`config.mk`:
```
export PLATFORM = sky130hd
export DESIGN_NAME = shift_add_multiplier
export DESIGN_NICKNAME = d
export VERILOG_FILES = /design/src/rtl/mult_pkg.sv /design/src/rtl/mult_datapath.sv /design/src/rtl/shift_add_multiplier.sv
export SDC_FILE = /design/constraint.sdc
export NUM_CORES = 1
export LEC_CHECK = 0
export ABC_AREA = 1
export CORE_MARGIN = 1
export CORE_UTILIZATION = 45
export CTS_CLUSTER_SIZE = 28
export DETAILED_ROUTE_END_ITERATION = 10
export GPL_TIMING_DRIVEN = 0
export PLACE_DENSITY = 0.72
export SYNTH_ARGS = -nofsm -noshare
export SYNTH_HDL_FRONTEND = slang
export SYNTH_HIERARCHICAL = 1
export SYNTH_SLANG_ARGS = --single-unit
```
`constraint.sdc`:
```
create_clock -name clk -period 1.75 [get_ports clk]
set_input_delay 0.2625 -clock clk [delete_from_list [all_inputs] [get_ports clk]]
set_output_delay 0.2625 -clock clk [all_outputs]
set_load 0.03 [all_outputs]
```
`src/rtl/mult_pkg.sv`:
```
// mult_pkg: shared state encodings, default width and counter sizing for the shift-add multiplier.
package mult_pkg;
    localparam int WIDTH_DEF = 8;
    typedef enum logic [1:0] {S_IDLE = 2'b00, S_RUN = 2'b01, S_DONE = 2'b10} state_t;
    function automatic int cnt_w(input int w);
        return $clog2(w + 1);
    endfunction
endpackage

```
`src/rtl/mult_datapath.sv`:
```
// mult_datapath: multiplicand register, {carry,upper,lower} shift register and adder (subtractor when SIGNED_MULT_EN).
module mult_datapath #(
    parameter int WIDTH = 8
) (
    input  logic               clk,
    input  logic               reset,
    input  logic               load,
    input  logic               shift,
    input  logic               add,
    input  logic               last,
    input  logic [WIDTH-1:0]   a,
    input  logic [WIDTH-1:0]   b,
    output logic [2*WIDTH-1:0] acc,
    output logic               lsb
);
    logic [WIDTH-1:0] mcand, upper, lower;
    logic [WIDTH:0]   sum;
`ifdef SIGNED_MULT_EN
    // The multiplier MSB carries weight -2^(WIDTH-1), so the final partial product is subtracted.
    logic [WIDTH:0] up_x, mc_x;
    assign up_x = {upper[WIDTH-1], upper};
    assign mc_x = {mcand[WIDTH-1], mcand};
    always_comb sum = add ? (last ? up_x - mc_x : up_x + mc_x) : up_x;
`else
    logic unused_last;
    assign unused_last = last;
    always_comb sum = add ? {1'b0, upper} + {1'b0, mcand} : {1'b0, upper};
`endif
    always_ff @(posedge clk or negedge reset) begin
        if (!reset) begin
            mcand <= '0;
            upper <= '0;
            lower <= '0;
        end else if (load) begin
            mcand <= a;
            upper <= '0;
            lower <= b;
        end else if (shift) begin
            upper <= sum[WIDTH:1];
            lower <= {sum[0], lower[WIDTH-1:1]};
        end
    end
    assign acc = {upper, lower};
    assign lsb = lower[0];
endmodule

```
`src/rtl/shift_add_multiplier.sv`:
```
// shift_add_multiplier: radix-2 sequential multiplier, one multiplier bit per clock; SIGNED_MULT_EN selects two's-complement operands.
module shift_add_multiplier
    import mult_pkg::*;
#(
    parameter int WIDTH = WIDTH_DEF
) (
    input  logic               clk,
    input  logic               reset,
    input  logic               start,
    input  logic [WIDTH-1:0]   a,
    input  logic [WIDTH-1:0]   b,
    output logic [2*WIDTH-1:0] product,
    output logic               valid,
    output logic               busy
);
    localparam int CW = cnt_w(WIDTH);
    state_t state, state_n;
    logic [CW-1:0] cnt, cnt_n;
    logic shift, last, lsb;
    logic [2*WIDTH-1:0] acc;
    assign shift = (state == S_RUN) && !start;
    assign last  = cnt == CW'(WIDTH - 1);
    always_comb begin
        state_n = start ? S_RUN : (state == S_RUN) ? (last ? S_DONE : S_RUN) : (state == S_DONE) ? S_DONE : S_IDLE;
        cnt_n   = start ? '0 : (state == S_RUN) ? cnt + 1'b1 : cnt;
    end
    always_ff @(posedge clk or negedge reset) begin
        if (!reset) begin
            state <= S_IDLE;
            cnt   <= '0;
        end else begin
            state <= state_n;
            cnt   <= cnt_n;
        end
    end
    mult_datapath #(.WIDTH(WIDTH)) u_dp (
        .clk  (clk),
        .reset(reset),
        .load (start),
        .shift(shift),
        .add  (shift && lsb),
        .last (last),
        .a    (a),
        .b    (b),
        .acc  (acc),
        .lsb  (lsb)
    );
    assign valid   = state == S_DONE;
    assign busy    = state == S_RUN;
    assign product = valid ? acc : '0;
endmodule

```
==> impl_results.md, run 1 <==
- Worst R2R Start: u_dp/upper[0]$_DFFE_PN0P_
- Diodes inserted: 0
- DRC Markers: 0
- Slowest CP cell: dfrtp_1
- Iter 0 DRT Violations: 105
- Critical Path Start: u_dp/upper[0]$_DFFE_PN0P_
- Buffers added on ports: 36
- Clock Sinks: 30
- Max-Cap Viols: 0
- Layout cells sized above 1: 16.8%
- Fin nets: 332
- Most frequent cells in the layout: nand2_1, inv_1, nor2_1, dfrtp_1, clkdlybuf4s50_1
- Num CTS Buffers: 5
- Multi-input logic area: 933 um2
- DP Cell Count: 344
- IO Count: 37
- Hold WC Path Type: in2async
- Syn_nets: 287
- Fmax: 0.605 GHz
- Vias in the first global route: 1515
- H-tree levels: 2
- Post-Syn Instances: 258
- Final period util: 94.4%
- Die Area: 0.00448 mm2
- Initial antenna violation count: 0
- Leak: 0.00122 uW
- Final wirelength: 4.08 mm
- Crit path DAT: 1.87 ns
- Hold Fails Final Rpt: 0
- Worst Path Required: 1.97 ns
- Worst-path fanout max: 3
- Final min period: 1.65 ns
- Clock root cell: clkbuf_8
- Yosys warns: 6
- CTS tree: done
- Worst-path clk slew: 0.07 ns
- Row cnt: 23
- Most common cell after layout, fill and taps aside: nand2_1
- Gr ovfl total: 0
- Critical path type: reg2reg
- Core area: 0.00403 mm2
- Post-route ant nets: 0
- Fill cells: 383
- Crit. End Element: flip-flop
- Mapped cell area: 0.00190 mm2
- R2R depth: 11
- Final Non-Filler Cells: 354
- Post-CTS Hold Buffers: 0
- Crit-path most repeated cell: nand2_1
- Clock Latency Late Sink: 0.28 ns
- Starting Density: 47.1%
- FF-to-FF setup slack: 0.1 ns
- Crit Reg-Reg Endpoint: u_dp/upper[3]$_DFFE_PN0P_
- WL/cell: 11.5 um
- Max Transition Viols Final: 0
- IR Drop Worst-Case VDD: 382 uV
- Routability cong.: 0.827
- Kind of start point of the critical path: flip-flop
- Via/cell ratio: 4.84
- Avg Cell Area, Syn: 7.36 um2
- Status: finished clean
- Sequential Area: 751 um2
- First-pass GRT wire length: 6.64 mm
- Pin count of the biggest net entering global routing: 31
- Global-route total usage across every layer: 20.4%
- Power per cell area: 992 mW/mm2
- Skew final: 0.00693 ns
- Detailed-route via count: 1714
- Tot Pwr: 2350 uW
- Crit-path cells: ha_2 > inv_2 > fa_2 > inv_1 > nand2_1 > nand2_2 > nand2_2 > or2_1 > nand3_1 > nand2_1 > nand2_1
- Final setup violation count: 0
- Die H: 66.9 um
- Clock Path Buffers: 2
- Relative slew margins: 55.6%
- Dpl hpwl: 3.07 mm
- CP peak stage delay: 0.38 ns
- Worst-Margin Slew: 0.667 ns
- DR pass1 iterations: 4
- Die width: 66.9 um
- Area grow syn2layout: 24.6%
what timing repair did:
item / 4_1_cts / 5_1_grt
setup buffers: 0 / 2
setup endpoints to repair: 19 / 11
resized for setup: 56 / 15
pin swaps: 0 / 2
through the flow:
step | setup WS (ns) | util [%] | setup TNS [ns] | hold WS, ns | instance area (um2)
after floorplan | 0.0723 | - | 0 | -0.0331 | 1900
after global placement | -0.157 | 57.6 | -5.39 | 0.459 | 2320
after detailed placement | -0.152 | 57.6 | -5.53 | 0.463 | 2320
after CTS | -0.0472 | 58.8 | -0.0472 | 0.478 | 2370
after global routing | -0.0367 | 58.7 | -0.0707 | 0.0576 | 2360
final | 0.0971 | 58.7 | 0 | 0.0130 | 2360
per-layer routing:
layer / share of wire (%) / up-vias / track usage [%]
li1: - / 887 / -
met1: 46 / 794 / 24.3
met2: 50 / 28 / 35.1
met3: 2.5 / 5 / 4.62
met4: 1.4 / 0 / 7.71
met5: 0 / - / 0
final cells by class:
class | instances | area share, %
Buffer | 7 | 2.49
Clock buffer | 7 | 3.65
Multi-Input combinational cell | 177 | 39.5
Sequential cell | 30 | 31.7
Tap cell | 50 | 2.65
Inverter | 44 | 6.98
Timing Repair Buffer | 38 | 12.8
Clock inverter | 1 | 0.212
sequential cells by signal, indices dropped and copies added, names as in the netlist:
| register | cells |
|---|---|
| u_dp/lower | 8 |
| u_dp/mcand | 8 |
| u_dp/upper | 8 |
| state | 2 |
| cnt | 4 |
how the worst max path moves through the flow:
| stage | slack [ns] | to | depth (start not counted) |
|---|---|---|---|
| finish | 0.1 | u_dp/upper[3]$_DFFE_PN0P_ | 11 |
| global route | -0.04 | u_dp/upper[7]$_DFFE_PN0P_ | 10 |
| CTS | -0.05 | product[10] | 5 |
| detailed placement | -0.15 | u_dp/lower[7]$_DFFE_PN0P_ | 1 |
| global placement | -0.16 | u_dp/upper[0]$_DFFE_PN0P_ | 1 |
| floorplan | 0.07 | product[10] | 4 |
where the power goes:
group	leakage (uW)	switching, uW	internal [uW]	total, uW
clock	0.0000482	254	317	571
combinational	0.000796	519	326	845
sequential	0.000380	108	822	930
critical path: cells and delay by family, from the launching register on:
family                   cells  cell delay [ns]
adder cells (fa/ha/maj)      2             0.55
AND/OR/NAND/NOR              7             0.55
flip-flops                   1             0.38
buffers and inverters        2             0.10
Note: power is estimated with default switching activity, not from simulation.
==> inputs of run 2 (changes only) <==
--- a/config.mk
+++ b/config.mk
@@ -6,6 +6,7 @@
 export NUM_CORES = 1
 export LEC_CHECK = 0
 export ABC_AREA = 1
+export CAP_MARGIN = 0
 export CORE_MARGIN = 1
 export CORE_UTILIZATION = 45
 export CTS_CLUSTER_SIZE = 28
==> results of run 2 <==
Final layout, timing and power as in run 1 (identical DEF).
